[src/rtl/mem_arbiter.sv]
// mem_arbiter
// -----------------------------------------------------------------------------
// Round-robin arbiter and sequencer that shares one main memory between the
// instruction cache (port 0) and the data cache (port 1).
//
// Handshake (both cache ports): a requester raises reqN with opN/addrN/wdataN
// stable and holds it until ackN. ackN is a one-cycle pulse that marks
// completion. For reads, rdataN is valid in the ack cycle and is held until the
// next ack on that port. The arbiter samples op/addr/wdata only at the grant
// edge. Request changes during ISSUE or DONE are ignored. A timeout aborts the
// access with an err pulse and no ack. The requester keeps req asserted and is
// arbitrated again.
//
// Ports:
//   clk, rst_n                  clock, asynchronous active-low reset
//   req0/1, op0/1, addr0/1,     request side (icache = 0, dcache = 1)
//   wdata0/1
//   ack0/1, rdata0/1            completion pulse and returned line
//   err                         one-cycle pulse on timeout abort
//   busy                        state is not IDLE
//   mem_*                       memory enable/op/address/data/op_init/op_done,
//                               data_out and data_ready
//   dbg_state                   current FSM state (IDLE=0, ISSUE=1, DONE=2)
// -----------------------------------------------------------------------------
module mem_arbiter #(
  parameter int CACHE_LINE_SIZE     = 128,
  parameter int MEMORY_ADDRESS_SIZE = 32,
  parameter int TIMEOUT_CYCLES      = 64
) (
  input  logic                           clk,
  input  logic                           rst_n,
  input  logic                           req0,
  input  logic                           req1,
  input  logic                           op0,
  input  logic                           op1,
  input  logic [MEMORY_ADDRESS_SIZE-1:0] addr0,
  input  logic [MEMORY_ADDRESS_SIZE-1:0] addr1,
  input  logic [CACHE_LINE_SIZE-1:0]     wdata0,
  input  logic [CACHE_LINE_SIZE-1:0]     wdata1,
  output logic                           ack0,
  output logic                           ack1,
  output logic [CACHE_LINE_SIZE-1:0]     rdata0,
  output logic [CACHE_LINE_SIZE-1:0]     rdata1,
  output logic                           err,
  output logic                           busy,
  output logic                           mem_enable,
  output logic                           mem_op,
  output logic [MEMORY_ADDRESS_SIZE-1:0] mem_address,
  output logic [CACHE_LINE_SIZE-1:0]     mem_data_in,
  output logic                           mem_op_init,
  output logic                           mem_op_done,
  input  logic [CACHE_LINE_SIZE-1:0]     mem_data_out,
  input  logic                           mem_data_ready,
  output logic [1:0]                     dbg_state
);

  localparam int CW = $clog2(TIMEOUT_CYCLES + 1);

  typedef enum logic [1:0] {
    IDLE  = 2'd0,
    ISSUE = 2'd1,
    DONE  = 2'd2
  } state_t;

  state_t                         state_q, state_d;
  logic                           last_q, last_d;
  logic                           grant_q, grant_d;
  logic [CW-1:0]                  cnt_q, cnt_d;
  logic                           en_q, en_d;
  logic                           op_q, op_d;
  logic                           init_q, init_d;
  logic                           done_q, done_d;
  logic                           ack0_q, ack0_d;
  logic                           ack1_q, ack1_d;
  logic                           err_q, err_d;
  logic [MEMORY_ADDRESS_SIZE-1:0] addr_q, addr_d;
  logic [CACHE_LINE_SIZE-1:0]     wdata_q, wdata_d;
  logic [CACHE_LINE_SIZE-1:0]     rdata0_q, rdata0_d;
  logic [CACHE_LINE_SIZE-1:0]     rdata1_q, rdata1_d;

  // Winner: with both requesting, take the port that did not win last time.
  // Otherwise take whichever port is requesting.
  logic win;
  assign win = (req0 & req1) ? ~last_q : req1;

  always_comb begin
    state_d  = state_q;
    last_d   = last_q;
    grant_d  = grant_q;
    cnt_d    = cnt_q;
    en_d     = en_q;
    op_d     = op_q;
    init_d   = init_q;
    done_d   = done_q;
    ack0_d   = ack0_q;
    ack1_d   = ack1_q;
    err_d    = err_q;
    addr_d   = addr_q;
    wdata_d  = wdata_q;
    rdata0_d = rdata0_q;
    rdata1_d = rdata1_q;

    unique case (state_q)
      IDLE: begin
        if (req0 | req1) begin
          grant_d = win;
          last_d  = win;
          op_d    = win ? op1 : op0;
          addr_d  = win ? addr1 : addr0;
          wdata_d = win ? wdata1 : wdata0;
          en_d    = 1'b1;
          init_d  = 1'b1;
          cnt_d   = '0;
          state_d = ISSUE;
        end
      end

      ISSUE: begin
        init_d = 1'b0;
        // In the first ISSUE cycle, ready may still be left over from the
        // previous access, so it is not trusted then.
        if (mem_data_ready && !init_q) begin
          en_d    = 1'b0;
          done_d  = 1'b1;
          state_d = DONE;
          if (grant_q) begin
            ack1_d = 1'b1;
            if (!op_q) rdata1_d = mem_data_out;
          end else begin
            ack0_d = 1'b1;
            if (!op_q) rdata0_d = mem_data_out;
          end
        end else if (cnt_q == CW'(TIMEOUT_CYCLES - 1)) begin
          en_d    = 1'b0;
          done_d  = 1'b1;
          err_d   = 1'b1;
          state_d = DONE;
        end else begin
          cnt_d = cnt_q + CW'(1);
        end
      end

      DONE: begin
        done_d  = 1'b0;
        ack0_d  = 1'b0;
        ack1_d  = 1'b0;
        err_d   = 1'b0;
        state_d = IDLE;
      end

      default: begin
        state_d = IDLE;
      end
    endcase
  end

  always_ff @(posedge clk or negedge rst_n) begin
    if (!rst_n) begin
      state_q  <= IDLE;
      last_q   <= 1'b0;
      grant_q  <= 1'b0;
      cnt_q    <= '0;
      en_q     <= 1'b0;
      op_q     <= 1'b0;
      init_q   <= 1'b0;
      done_q   <= 1'b0;
      ack0_q   <= 1'b0;
      ack1_q   <= 1'b0;
      err_q    <= 1'b0;
      addr_q   <= '0;
      wdata_q  <= '0;
      rdata0_q <= '0;
      rdata1_q <= '0;
    end else begin
      state_q  <= state_d;
      last_q   <= last_d;
      grant_q  <= grant_d;
      cnt_q    <= cnt_d;
      en_q     <= en_d;
      op_q     <= op_d;
      init_q   <= init_d;
      done_q   <= done_d;
      ack0_q   <= ack0_d;
      ack1_q   <= ack1_d;
      err_q    <= err_d;
      addr_q   <= addr_d;
      wdata_q  <= wdata_d;
      rdata0_q <= rdata0_d;
      rdata1_q <= rdata1_d;
    end
  end

  assign ack0        = ack0_q;
  assign ack1        = ack1_q;
  assign rdata0      = rdata0_q;
  assign rdata1      = rdata1_q;
  assign err         = err_q;
  assign busy        = (state_q != IDLE);
  assign mem_enable  = en_q;
  assign mem_op      = op_q;
  assign mem_address = addr_q;
  assign mem_data_in = wdata_q;
  assign mem_op_init = init_q;
  assign mem_op_done = done_q;
  assign dbg_state   = state_q;

endmodule

[config.mk]
export PLATFORM = sky130hd
export DESIGN_NAME = mem_arbiter
export DESIGN_NICKNAME = d
export VERILOG_FILES = /design/src/rtl/mem_arbiter.sv
export SDC_FILE = /design/constraint.sdc
export NUM_CORES = 1
export LEC_CHECK = 0
export ABC_AREA = 1
export BUFFER_PORTS_ARGS = -buffer_cell sky130_fd_sc_hd__buf_2
export CORE_AREA = 3 3 339 341
export CTS_BUF_LIST = sky130_fd_sc_hd__clkbuf_8
export DETAILED_ROUTE_END_ITERATION = 6
export DIE_AREA = 0 0 342 344
export PLACE_DENSITY_LB_ADDON = 0.2
export SLEW_MARGIN = 20
export SYNTH_ARGS = -nofsm -noshare
export SYNTH_HDL_FRONTEND = slang
export SYNTH_SLANG_ARGS = --single-unit
[constraint.sdc]
create_clock -name clk -period 1.7 [get_ports clk]
set_input_delay 0.17 -clock clk [delete_from_list [all_inputs] [get_ports clk]]
set_output_delay 0.17 -clock clk [all_outputs]
set_load 0.01 [all_outputs]
=== Yosys cells after proc, flatten, opt, wreduce, memory -nomap -nowiden ===
Cells that the tools add are included.

* Add/subtract/negate cells: 1
* Multiply operators: 0
* Divide/modulo/power cells: 0
* Magnitude comparators: 0
* Equal/unequal tests: 11
* Shift-type cells: 0
* Mux-type cells: 28
* Bitwise logic cells: 4
* Reductions and logical operators: 17

{| class="wikitable"
|+ Operators by type and width
! kind !! count
|-
| $mux W128 || 1
|-
| $mux W32 || 1
|-
| $mux W7 || 3
|-
| $ne A2 B2 Y1 const B || 7
|-
| $pmux W7 S2 || 1
|-
| $mux W1 || 12
|-
| $pmux W1 S2 || 6
|-
| $reduce_and A3 Y1 || 4
|-
| $reduce_and A4 Y1 || 3
|-
| $reduce_and A2 Y1 || 4
|-
| $add A7 B1 Y7 const B || 1
|-
| $eq A7 B6 Y1 const B || 1
|-
| $mux W2 || 3
|-
| $reduce_bool A2 Y1 || 3
|-
| $pmux W2 S2 || 1
|-
| $ne A3 B3 Y1 const B || 1
|-
| $eq A2 B1 Y1 const B || 1
|-
| $eq A2 B2 Y1 const B || 1
|-
| $logic_not A2 Y1 || 1
|-
| $not A1 Y1 || 2
|-
| $and A1 B1 Y1 || 1
|-
| $logic_and A1 B1 Y1 || 1
|-
| $logic_not A1 Y1 || 1
|-
| $or A1 B1 Y1 || 1
|}

* Register bits: 433
* Latch bits: 0
* RAM bits: 0
* Memory bits (read-only): 0
* Input port bits: 455
* Output and inout bits: 426
* Logic and storage cells: 75
* Memories kept: 0

=== Depth between registers and ports, before layout ===
Gate-level depths: netlist of the first run.

* Depth after elaboration: 4
* Gate-level depth with buffers: 10
* Mapped depth without buffers: 8

=== Worst setup path after synthesis of the first run ===
OpenSTA, ideal clock, no wires.

* Path type: flip-flop to flip-flop
* Start point: register state_q[1], in the netlist dbg_state[1]
* End point: register rdata0_q[5], in the netlist rdata0[5]
* Library setup time: 0.127 ns
* Arrival: 1.582 ns
* Data required time: 1.573 ns
* Slack: -0.009 ns
* Cell stages (with the launch flop): 11
* Path buffers: 2
* Clock period less this slack: 1.709 ns
* Cells stage by stage: dfrtp_1 inv_1 ha_1 inv_2 or2_1 nor2_1 nand2_1 buf_6 buf_4 nand2_1 o21ai_1

* Cells in the longest elaborated chain, start to end: 2

{| class="wikitable"
|+ Ends and longest elaborated chain
! element !! line !! RTL
|-
| start, declared || 65 || <nowiki>state_t state_q, state_d;</nowiki>
|-
| start signal, assigned || 175 || <nowiki>state_q <= state_d;</nowiki>
|-
| $eq A2 B1 Y1 || 103 || <nowiki>unique case (state_q)</nowiki>
|-
| $reduce_and A4 Y1 (no line) || n/a ||
|-
| end signal, assigned || 188 || <nowiki>rdata0_q <= rdata0_d;</nowiki>
|-
| end, declared || 78 || <nowiki>logic [CACHE_LINE_SIZE-1:0] rdata0_q, rdata0_d;</nowiki>
|}

No other way between the ends.
A chain may end at the register's enable or synchronous reset.

=== Final worst setup path of the first run ===
* Start point: register state_q[1], in the netlist dbg_state[1]
* End point: register rdata0_q[86], in the netlist rdata0[86]

Same word-level chain as after synthesis.

==> flow_summary.json, run 1 <==
{
  "outcome": "finished with violations",
  "violations": "negative setup slack",
  "seqPwrFrac": 0.339,
  "switching_power_mw": 21.7,
  "end_kind": "flip-flop",
  "crit_path_start_kind": "flip-flop",
  "seq_area_frac_synth": 0.614,
  "powerDensity_mw_per_mm2": 1620,
  "grt_pass1_wl_um": 125000,
  "ios": 881,
  "worstMarginPinSlew_ns": 0.428,
  "ys_types": 23,
  "combPwrFrac": 0.459,
  "setup_tns_ns": -12.29,
  "gp_congestion": 0.800,
  "die_x_um": 342,
  "dp_hpwl_um": 59000,
  "synthesis.nets": 2404,
  "max_slew_margin": 0.715,
  "clock_latency_ns": 0.69,
  "cts.htree.levels": 3,
  "path_max_fanout": 12,
  "cap_violations": 0,
  "syn_to_final_growth_pct": 90.2,
  "vias": 19500,
  "cts_sinks": 433,
  "synth.area.top_cells": "dfrtp_1, o21ai_0, nand2_1",
  "first_pass_iters": 5,
  "fin_crit_ns": 1.87,
  "clkPwrFrac": 0.202,
  "route.detailed.drc": 0,
  "met2_usage": 0.235,
  "cts_buffers": 85,
  "root_buffer": "clkbuf_8",
  "gr-usage-met3": 0.0411,
  "grt.busiest_layer": "met2",
  "crit_type": "flip-flop to flip-flop",
  "fin_skew_ns": 0.0266,
  "design_area_mm2": 0.0335,
  "ant_nets": 0,
  "period_share": 1.10,
  "met1_usage": 0.166,
  "setup_slack_ns": -0.170,
  "portBuffers": 880,
  "p_total_mw": 54.4,
  "path_clk_slew_ns": 0.06,
  "final-setup-viol-count": 143,
  "fp.dieArea_mm2": 0.118,
  "vias_per_cell": 3.90,
  "drt_wl_total_um": 92600,
  "post_drt_wl_per_cell_um": 18.5,
  "fmax_mhz": 535,
  "drt_iter0_drc": 741,
  "start_util": 0.157,
  "die_height_um": 344,
  "synth-seq-cells": 433,
  "hold_class": "primary input to asynchronous set/reset pin",
  "num-nets-final": 3881,
  "postLayoutCoreUtil": 0.299,
  "syn_area_mm2": 0.0176,
  "clockBufferDepth": 3,
  "core_area_mm2": 0.112,
  "core.rowCount": 123,
  "hold_violations": 0,
  "drive_above_1_share": 0.412,
  "intPower_mw": 32.7,
  "track_usage": 0.138,
  "grt_setup_unrepaired": "yes",
  "cp.arrival_ns": 2.41,
  "yosysTopAreaCell": "dfrtp_1",
  "overflow": 0,
  "grt_max_degree": 81,
  "leakagePower_nw": 16.9,
  "place_area_mm2": 0.0243,
  "grt_pass1_vias": 20100,
  "sw_frac_of_total": 0.400,
  "synth_cells": 1945,
  "cts_tree": "done",
  "cp.required_ns": 2.24,
  "num-fill-cells": 11900,
  "synth_area_per_cell_um2": 9.07,
  "synth.top_cell.area_share": 0.614,
  "antenna_found_initial": 11,
  "synth_warnings": 0,
  "drv_slew": 0,
  "peakVddDrop_mv": 0.790
}
power by group through the flow:
| stage | sequential [mW] | clock (mW) | combinational (mW) |
|---|---|---|---|
| floorplan | 19.9 | 0 | 6.69 |
| global placement | 18.2 | 0 | 18.4 |
| detailed placement | 18.1 | 0 | 18.6 |
| CTS | 18.0 | 11.5 | 20.2 |
| global route | 19.0 | 12.0 | 27.3 |
| finish | 18.5 | 11.0 | 25.0 |
flip-flops by register name (all words and copies together) (netlist names):
register     count
ack1             1
mem_op           1
mem_op_done      1
rdata0         128
grant_q          1
mem_enable       1
mem_data_in    128
mem_op_init      1
dbg_state        2
ack0             1
rdata1         128
cnt_q            7
err              1
mem_address     32
metal layers:
layer | vias up | share of wire
met5 | - | 0.000076
met4 | 2 | 0.026
met3 | 172 | 0.073
met2 | 770 | 0.49
met1 | 9225 | 0.41
li1 | 9302 | -
path summary, 6_finish.rpt:
check	startpoint	end	slack, ns	cells past startpoint
max	dbg_state[1]	rdata0[86]	-0.17	11
min	rst_n	rdata0[48]	0.22	3
max reg2reg	dbg_state[1]	rdata0[86]	-0.17	11
min in group clk	addr1[26]	mem_address[26]	0.27	4
max in group asynchronous	rst_n	dbg_state[0]	0.96	4
min reg2reg	rdata1[19]	rdata1[19]	0.48	2
placed cells by master (no fill, tap or decap), types with 2 or more instances in the layout:
cell,count
nand4_1,2
buf_8,13
buf_4,52
nand3_1,8
buf_16,21
buf_12,39
clkbuf_16,27
clkbuf_8,113
buf_2,877
a21oi_1,2
buf_6,33
or2_2,2
dfrtp_1,432
nand2_2,61
nand2_1,353
ha_4,2
o21ai_1,220
nor2_1,167
clkinvlp_4,2
clkinv_2,2
inv_2,3
o21ai_2,129
inv_8,3
ha_1,2
diode_2,9
dlygate4sd3_1,455
inv_4,2
nand2_4,45
o21ai_0,238
inv_1,168
o21ai_4,5
worst max-delay path: stages (launching register included):
cell,delay [ns]
dfrtp_1,0.38
inv_2,0.09
ha_4,0.14
inv_2,0.03
or2_1,0.22
nor2_2,0.15
nand2_4,0.10
buf_16,0.17
buf_16,0.16
buf_16,0.17
nand2_1,0.05
o21ai_1,0.06
final cells by class:
type                            instances  area, um2  share of cell area
Tap cell                             1500       1880              0.0559
Inverter                              143        547              0.0163
Multi-Input combinational cell       1242       6560               0.195
Timing Repair Buffer                 1517      11900               0.356
Sequential cell                       433      10800               0.323
Clock inverter                         40        214             0.00638
Clock buffer                          113       1560              0.0464
Antenna cell                            9       22.5            0.000671
what timing repair did:
action | 4_1_cts | 5_1_grt
hold buffers | 456 | 0
setup buffers | 17 | 24
hold endpoints to repair | 849 | 0
gates resized for setup | 45 | 532
setup endpoints to repair | 266 | 305
pin swaps | 1 | 28
cloned | 11 | 45
kinds of logic (layout without fill, tap and decap cells):
kind of cell / after synthesis / count (layout) / synth area share
AND/OR/NAND/NOR: 643 / 643 / 0.139
AO/OA/AOI/OAI: 595 / 595 / 0.173
adder cells (fa/ha/maj): 4 / 4 / 0.00284
flip-flops: 433 / 433 / 0.614
other: 0 / 9 / 0
buffers and inverters: 270 / 1813 / 0.0713
stage by stage:
step	hold slack (ns)	std cells	setup WS, ns
2_1_floorplan	-0.126	1945	0.00695
3_3_place_gp	0.0944	4293	-0.138
3_5_place_dp	0.0921	4293	-0.141
4_1_cts	0.107	4929	-0.199
5_1_grt	0.125	4995	-0.282
6_report	0.219	4997	-0.170
synthesized netlist by cell type:
cell and number:
buf_2 28, o22ai_1 1, nand2_1 459, nand2_2 1, buf_4 4, nor2_1 168
buf_1 9, o21ai_1 136, clkbuf_1 51, ha_1 4, nand3b_1 1, nand4_1 2
nand3_1 9, o21ai_2 20, dfrtp_1 433, a21oi_1 2, or2_2 2, buf_6 24
clkbuf_2 11, inv_2 3, o21ai_0 436, inv_1 140, or2_1 1
No activity file was read; power rests on OpenSTA's default activity.
==> inputs of run 2 (changes only) <==
ABC_AREA = not set   (was 1)
CORE_AREA = 3 3 337 339   (was 3 3 339 341)
DIE_AREA = 0 0 340 342   (was 0 0 342 344)
clock period = 1.8 ns   (was 1.7 ns; I/O delays follow)
==> run 2 against run 1 <==
Effect of this change:
- the run still ends with negative setup slack left
- global-route usage is 0.85 points lower
- largest power group unchanged
- maximum frequency is 4.5% lower
- setup slack better by 0.012 ns
- synthesized cell count is 31% lower
- core utilization is 1.8 points higher
- worst hold slack worse by 0.041 ns
- first-iteration DRC count is 34% lower
- area after synthesis is 3.2% higher
- clock skew is 0.028 ns higher
==> flow_summary.json, run 2 <==
{
  "setup_slack_ns": -0.158,
  "cts_buffers": 84,
  "fin_skew_ns": 0.0544,
  "synth_top_family_by_area": "multiplexers",
  "synthAdderAreaFrac": 0.00275,
  "ys_types": 37,
  "first_pass_iters": 4,
  "crit_type": "flip-flop to flip-flop",
  "synth.area.mux_share": 0.273,
  "drt_wl_total_um": 84200,
  "path_clk_slew_ns": 0.07,
  "synth-xor-area-share": 0,
  "cts_sinks": 433,
  "num-fill-cells": 11100,
  "worst_path_max_delay_cell": "or4b_4",
  "grt_max_degree": 66,
  "yosysMostFrequentCell": "dfrtp_1",
  "leakagePower_nw": 17.3,
  "crit_path_start_kind": "flip-flop",
  "gp_congestion": 0.843,
  "final-setup-viol-count": 302,
  "drv_slew": 0,
  "hold_violations": 0,
  "root_buffer": "clkbuf_8",
  "core_area_mm2": 0.111,
  "clock_latency_ns": 0.70,
  "peakVddDrop_mv": 0.671,
  "final_common_cell": "buf_2",
  "ant_nets": 0,
  "powerDensity_mw_per_mm2": 1520,
  "die_x_um": 340,
  "synth-seq-cells": 433,
  "synth_area_per_cell_um2": 13.6,
  "slowest_delay_ns": 0.47,
  "yosys.area_share.simple": 0.0463,
  "critical_path.cell_chain": "inv_2 > ha_4 > or4b_4 > buf_12 > buf_16 > mux2_4",
  "vias": 17100,
  "grt_pass1_wl_um": 114000,
  "cts.htree.levels": 3,
  "max_slew_margin": 0.724,
  "post_drt_wl_per_cell_um": 19.0,
  "yosysTopAreaCell": "dfrtp_1",
  "synthFlopType": "dfrtp_1",
  "cts_tree": "done",
  "synth-compound-area-share": 0.0554,
  "syn_to_final_growth_pct": 92.9,
  "synth.top_cell.area_share": 0.595,
  "vias_per_cell": 3.86,
  "fmax_mhz": 511,
  "grt_pass1_vias": 18600,
  "outcome": "finished with violations",
  "setup_tns_ns": -23.73,
  "portBuffers": 880,
  "syn_area_mm2": 0.0182,
  "clockBufferDepth": 3,
  "hold_class": "primary input to asynchronous set/reset pin",
  "synth_common_cells": "dfrtp_1, nand2_1, o21ai_0, mux2i_1, mux2_2",
  "die_height_um": 342,
  "synth-edff-count": 0,
  "core.rowCount": 122,
  "cp.required_ns": 2.35,
  "synth_cells": 1340,
  "p_total_mw": 53.5,
  "cap_violations": 0,
  "antenna_found_initial": 7,
  "hold-worst-slack_ns": 0.178,
  "seq_area_frac_synth": 0.595,
  "synthesis.nets": 1799,
  "fin_crit_ns": 1.96,
  "drt_iter0_drc": 491,
  "worstMarginPinSlew_ns": 0.413,
  "synth_warnings": 0,
  "num-nets-final": 3340,
  "ios": 881,
  "route.detailed.drc": 0,
  "synth.area.top_cells": "dfrtp_1, mux2_4, mux2i_1",
  "overflow": 0,
  "drive_above_1_share": 0.581,
  "violations": "negative setup slack",
  "layout_common_cells": "buf_2, dlygate4sd3_1, dfrtp_1",
  "ys_async_sr_fraction": 1.00,
  "period_share": 1.09,
  "track_usage": 0.129,
  "cp.arrival_ns": 2.50,
  "grt_setup_unrepaired": "yes",
  "start_util": 0.164,
  "fp.dieArea_mm2": 0.116,
  "end_kind": "flip-flop",
  "dp_hpwl_um": 53900,
  "path_max_fanout": 12
}
==> run 2: cell count changes after synthesis, sizes merged, moves of 11 or more <==
| cell | previous run | this run |
|---|---|---|
| nand2 | 460 | 171 |
| clkbuf | 62 | 31 |
| nor2 | 168 | 3 |
| inv | 143 | 7 |
| o21ai | 592 | 167 |
| buf | 65 | 54 |
| mux2 | 0 | 256 |
| mux2i | 0 | 163 |
==> run 2: cell type report <==
class,count,area [um2],share of cell area
Multi-Input combinational cell,816,8420,0.240
Clock inverter,40,235,0.00670
Clock buffer,99,1360,0.0388
Inverter,7,33.8,0.000962
Tap cell,1488,1860,0.0530
Sequential cell,433,10800,0.309
Timing Repair Buffer,1539,12400,0.352
Antenna cell,5,12.5,0.000356
==> run 2: what timing repair did <==
action                                 in CTS  in global routing
hold buffers                              455                  0
endpoints found under the hold margin     851                  0
pin swaps                                   3                105
setup endpoints to repair                 401                401
setup buffers                              14                 19
gates resized for setup                    70                573
gates cloned                               16                 53
==> run 2: cell families after synthesis <==
kind of cell / after synthesis
compound gates: 191
fa+ha+maj: 4
buf+inv: 92
flops: 433
mux: 419
simple gates: 201
==> run 2: worst paths after layout <==
check / start / end / slack [ns] / depth (start not counted)
min reg2reg: mem_data_in[116] / mem_data_in[116] / 0.47 / 2
max reg2reg: dbg_state[1] / rdata0[126] / -0.16 / 6
max in group asynchronous: rst_n / mem_data_in[0] / 1.08 / 4
max: dbg_state[1] / rdata0[126] / -0.16 / 6
min: rst_n / mem_data_in[77] / 0.18 / 3
min in group clk: mem_data_out[47] / rdata0[47] / 0.26 / 3
==> run 2: critical path: cells and delay by family, from the launching register on <==
kind | cells | cell delay (ns)
adders and majority gates | 1 | 0.14
DFF | 1 | 0.39
and+or+nand+nor | 1 | 0.47
buffers and inverters | 3 | 0.47
muxes | 1 | 0.30
==> run 2: per-layer routing <==
| metal | track usage | wire [um] | up-vias |
|---|---|---|---|
| met3 | 0.0371 | 5560 | 216 |
| met4 | 0.0646 | 3990 | 2 |
| met2 | 0.224 | 42000 | 751 |
| li1 | - | - | 7829 |
| met1 | 0.144 | 32700 | 8307 |
| met5 | 0 | 16 | - |
==> run 2: power by group <==
group	internal [mW]	leakage, nW	switching [mW]
Combinational	14.0	11.1	12.2
Sequential	14.5	5.31	3.09
Clock	5.14	0.932	4.55
Total	33.6	17.3	19.9
==> run 2: through the flow <==
stage	setup WS, ns	area (um2)	instances	utilization
final	-0.158	35100	4427	0.317
after global routing	-0.200	35100	4426	0.317
after CTS	-0.201	32100	4354	0.290
after detailed placement	-0.229	25100	3731	0.227
after global placement	-0.254	25100	3731	0.227
after floorplan	-0.114	18200	1340	-
==> inputs of run 3 (changes only) <==
--- a/config.mk
+++ b/config.mk
@@ -9,3 +9,3 @@
 export CORE_AREA = 3 3 337 339
-export CTS_BUF_LIST = sky130_fd_sc_hd__clkbuf_8
+export CTS_BUF_LIST = sky130_fd_sc_hd__clkbuf_2
 export DETAILED_ROUTE_END_ITERATION = 6
@@ -13,3 +13,2 @@
 export PLACE_DENSITY_LB_ADDON = 0.2
-export SLEW_MARGIN = 20
 export SYNTH_ARGS = -nofsm -noshare
==> constraint.sdc (replaced) <==
create_clock -name clk -period 1.8 [get_ports clk]
set_input_delay 0.36 -clock clk [delete_from_list [all_inputs] [get_ports clk]]
set_output_delay 0.36 -clock clk [all_outputs]
set_load 0.01 [all_outputs]
==> run 3 against run 2 <==
Effect of this change:
- the run now fails in clock tree synthesis
- area after synthesis unchanged
- synthesized cell count unchanged
==> flow_summary.json, run 3 <==
{
  "gp_congestion": 0.843,
  "start_util": 0.164,
  "seq_area_frac_synth": 0.595,
  "synth.area.top_cells": "dfrtp_1, mux2_4, mux2i_1",
  "cts.htree.levels": 4,
  "post_cts_buffers": 128,
  "synth_area_per_cell_um2": 13.6,
  "die_height_um": 342,
  "synth_common_cells": "dfrtp_1, nand2_1, o21ai_0, mux2i_1, mux2_2",
  "root_buffer": "clkbuf_2",
  "lastStage": "clock tree synthesis",
  "die_x_um": 340,
  "error_line": "[ERROR RSZ-0060] Max buffer count reached.",
  "ys_async_sr_fraction": 1.00,
  "synth.top_cell.area_share": 0.595,
  "cts_buffers": 130,
  "portBuffers": 880,
  "syn_area_mm2": 0.0182,
  "place_area_mm2": 0.0252,
  "cts_sinks": 433,
  "outcome": "did not finish",
  "ios": 881,
  "synth_cells": 1340,
  "clockBufferDepth": 3,
  "dp_hpwl_um": 53900,
  "cts_hold_buf": 821,
  "yosysMostFrequentCell": "dfrtp_1",
  "synth-edff-count": 0,
  "synth_warnings": 0,
  "synth-seq-cells": 433,
  "synthFlopType": "dfrtp_1",
  "cts_resized": 392,
  "ys_types": 37,
  "yosysTopAreaCell": "dfrtp_1",
  "placedCellCount": 3740,
  "core.rowCount": 122,
  "synthesis.nets": 1799
}
==> run 3: cell families after synthesis <==
logic type                 after synthesis  synth area share
AOI/OAI and AO/OA                      191            0.0554
buffers and inverters                   92            0.0276
and+or+nand+nor                        201            0.0463
adders and majority gates                4           0.00275
muxes                                  419             0.273
DFF                                    433             0.595
==> run 3: metrics by stage <==
stage | utilization | worst slack (ns) | hold slack [ns]
after detailed placement | 0.228 | -0.186 | 0.423
after floorplan | - | -0.114 | 0.0644
after global placement | 0.228 | -0.239 | 0.412
==> inputs of run 4 (changes only) <==
CORE_AREA = 3 3 345 347   (was 3 3 337 339)
CTS_BUF_LIST = not set   (was sky130_fd_sc_hd__clkbuf_2)
DIE_AREA = 0 0 348 350   (was 0 0 340 342)
PLACE_DENSITY_LB_ADDON = 0.15   (was 0.2)
==> run 4 against run 3 <==
Effect of this change:
- the flow now finishes, with violations (negative setup slack)
==> flow_summary.json, run 4 (synthesis results as in run 2) <==
{
  "core.rowCount": 125,
  "gr-usage-met3": 0.0403,
  "peakVddDrop_mv": 0.673,
  "die_height_um": 350,
  "ant_nets": 0,
  "violations": "negative setup slack",
  "clock_latency_ns": 0.63,
  "route.detailed.drc": 0,
  "crit_path_start_kind": "flip-flop",
  "ios": 881,
  "drt_wl_total_um": 79700,
  "root_buffer": "clkbuf_16",
  "end_kind": "flip-flop",
  "fin_skew_ns": 0.0203,
  "outcome": "finished with violations",
  "num-nets-final": 3105,
  "grt.busiest_layer": "met2",
  "leakagePower_nw": 15.6,
  "cp.required_ns": 2.31,
  "final_common_cell": "buf_2",
  "crit_type": "flip-flop to flip-flop",
  "layout_common_cells": "buf_2, dfrtp_1, dlygate4sd3_1",
  "hold_violations": 0,
  "syn_to_final_growth_pct": 73.1,
  "post_drt_wl_per_cell_um": 18.9,
  "vias": 15600,
  "dp_slack_ns": -0.232,
  "cts_sinks": 433,
  "powerDensity_mw_per_mm2": 1580,
  "path_clk_slew_ns": 0.06,
  "fin_cells": 4216,
  "cts_tree": "done",
  "portBuffers": 880,
  "setup_tns_ns": -38.12,
  "die_x_um": 348,
  "grt_setup_unrepaired": "yes",
  "cts.htree.levels": 2,
  "p_total_mw": 49.8,
  "placedCellCount": 3760,
  "core_area_mm2": 0.116,
  "drt_iter0_drc": 671,
  "hold_class": "primary input to flip-flop",
  "met2_usage": 0.216,
  "first_pass_iters": 5,
  "grt_pass1_wl_um": 112000,
  "cap_violations": 0,
  "worstMarginPinSlew_ns": 0.505,
  "drv_slew": 0,
  "grt_pass1_vias": 16700,
  "cp.arrival_ns": 2.50,
  "vias_per_cell": 3.70,
  "max_slew_margin": 0.663,
  "fp.dieArea_mm2": 0.122,
  "antenna_found_initial": 14,
  "gp_congestion": 0.804,
  "track_usage": 0.122,
  "num-fill-cells": 12300,
  "fin_crit_ns": 1.99,
  "clockBufferDepth": 3,
  "ff_latch_area_mm2": 0.0108,
  "grt_max_degree": 72,
  "drive_above_1_share": 0.532,
  "period_share": 1.11,
  "start_util": 0.157,
  "path_max_fanout": 8,
  "place_area_mm2": 0.0252,
  "cts_buffers": 54,
  "overflow": 0,
  "multiInputGateArea_mm2": 0.00713,
  "design_area_mm2": 0.0315,
  "dp_hpwl_um": 58300,
  "met1_usage": 0.141,
  "fmax_mhz": 502,
  "final-setup-viol-count": 265,
  "setup_slack_ns": -0.193
}
==> run 4: repair_timing <==
item,CTS,global route
pin swaps,2,2
setup buffers,21,21
hold buffers,287,0
endpoints found under the hold margin,530,0
gates resized for setup,53,103
gates cloned,12,14
setup endpoints to repair,399,425
==> run 4: worst paths after layout <==
path	to	slack (ns)	cells after the start	from
worst max-delay path	rdata1[8]	-0.19	8	dbg_state[0]
worst min-delay path	mem_data_in[71]	0.02	3	wdata1[71]
worst max register to register	rdata1[8]	-0.19	8	dbg_state[0]
worst min register to register	mem_data_in[93]	0.47	2	mem_data_in[93]
max in group asynchronous	rdata1[59]	0.72	3	rst_n
min in group asynchronous	rdata0[33]	0.26	2	rst_n
==> run 4: routing by layer <==
metal | vias up | part of all wire
met1 | 7562 | 0.40
met2 | 616 | 0.50
li1 | 7330 | -
met3 | 102 | 0.078
met5 | - | 0.00094
met4 | 10 | 0.022
==> run 4: worst max-delay path, cell delays in order, from the launching register on <==
cell	delay, ns
dfrtp_1	0.37
buf_4	0.12
ha_2	0.20
buf_4	0.13
nor3b_4	0.24
buf_6	0.20
buf_12	0.14
buf_16	0.14
mux2_2	0.34
==> run 4: where the power goes <==
part | leakage [nW] | switching, mW | total (mW) | internal (mW)
Sequential | 5.31 | 2.68 | 17.2 | 14.5
Clock | 0.887 | 4.45 | 11.0 | 6.58
Combinational | 9.38 | 10.7 | 21.6 | 11.0
Total | 15.6 | 17.8 | 49.8 | 32.0
==> run 4: final cells by class <==
cell class,count,area share
Sequential cell,433,0.344
Inverter,7,0.000992
Antenna cell,5,0.000397
Clock buffer,84,0.0512
Clock inverter,13,0.00615
Timing Repair Buffer,1334,0.311
Multi-Input combinational cell,816,0.226
Tap cell,1524,0.0605
==> run 4: through the flow <==
stage | hold WS, ns | util
3_5_place_dp | 0.286 | 0.216
4_1_cts | 0.000132 | 0.263
6_report | 0.0238 | 0.271
5_1_grt | -0.00254 | 0.271
3_3_place_gp | 0.280 | 0.216
2_1_floorplan | 0.0644 | -
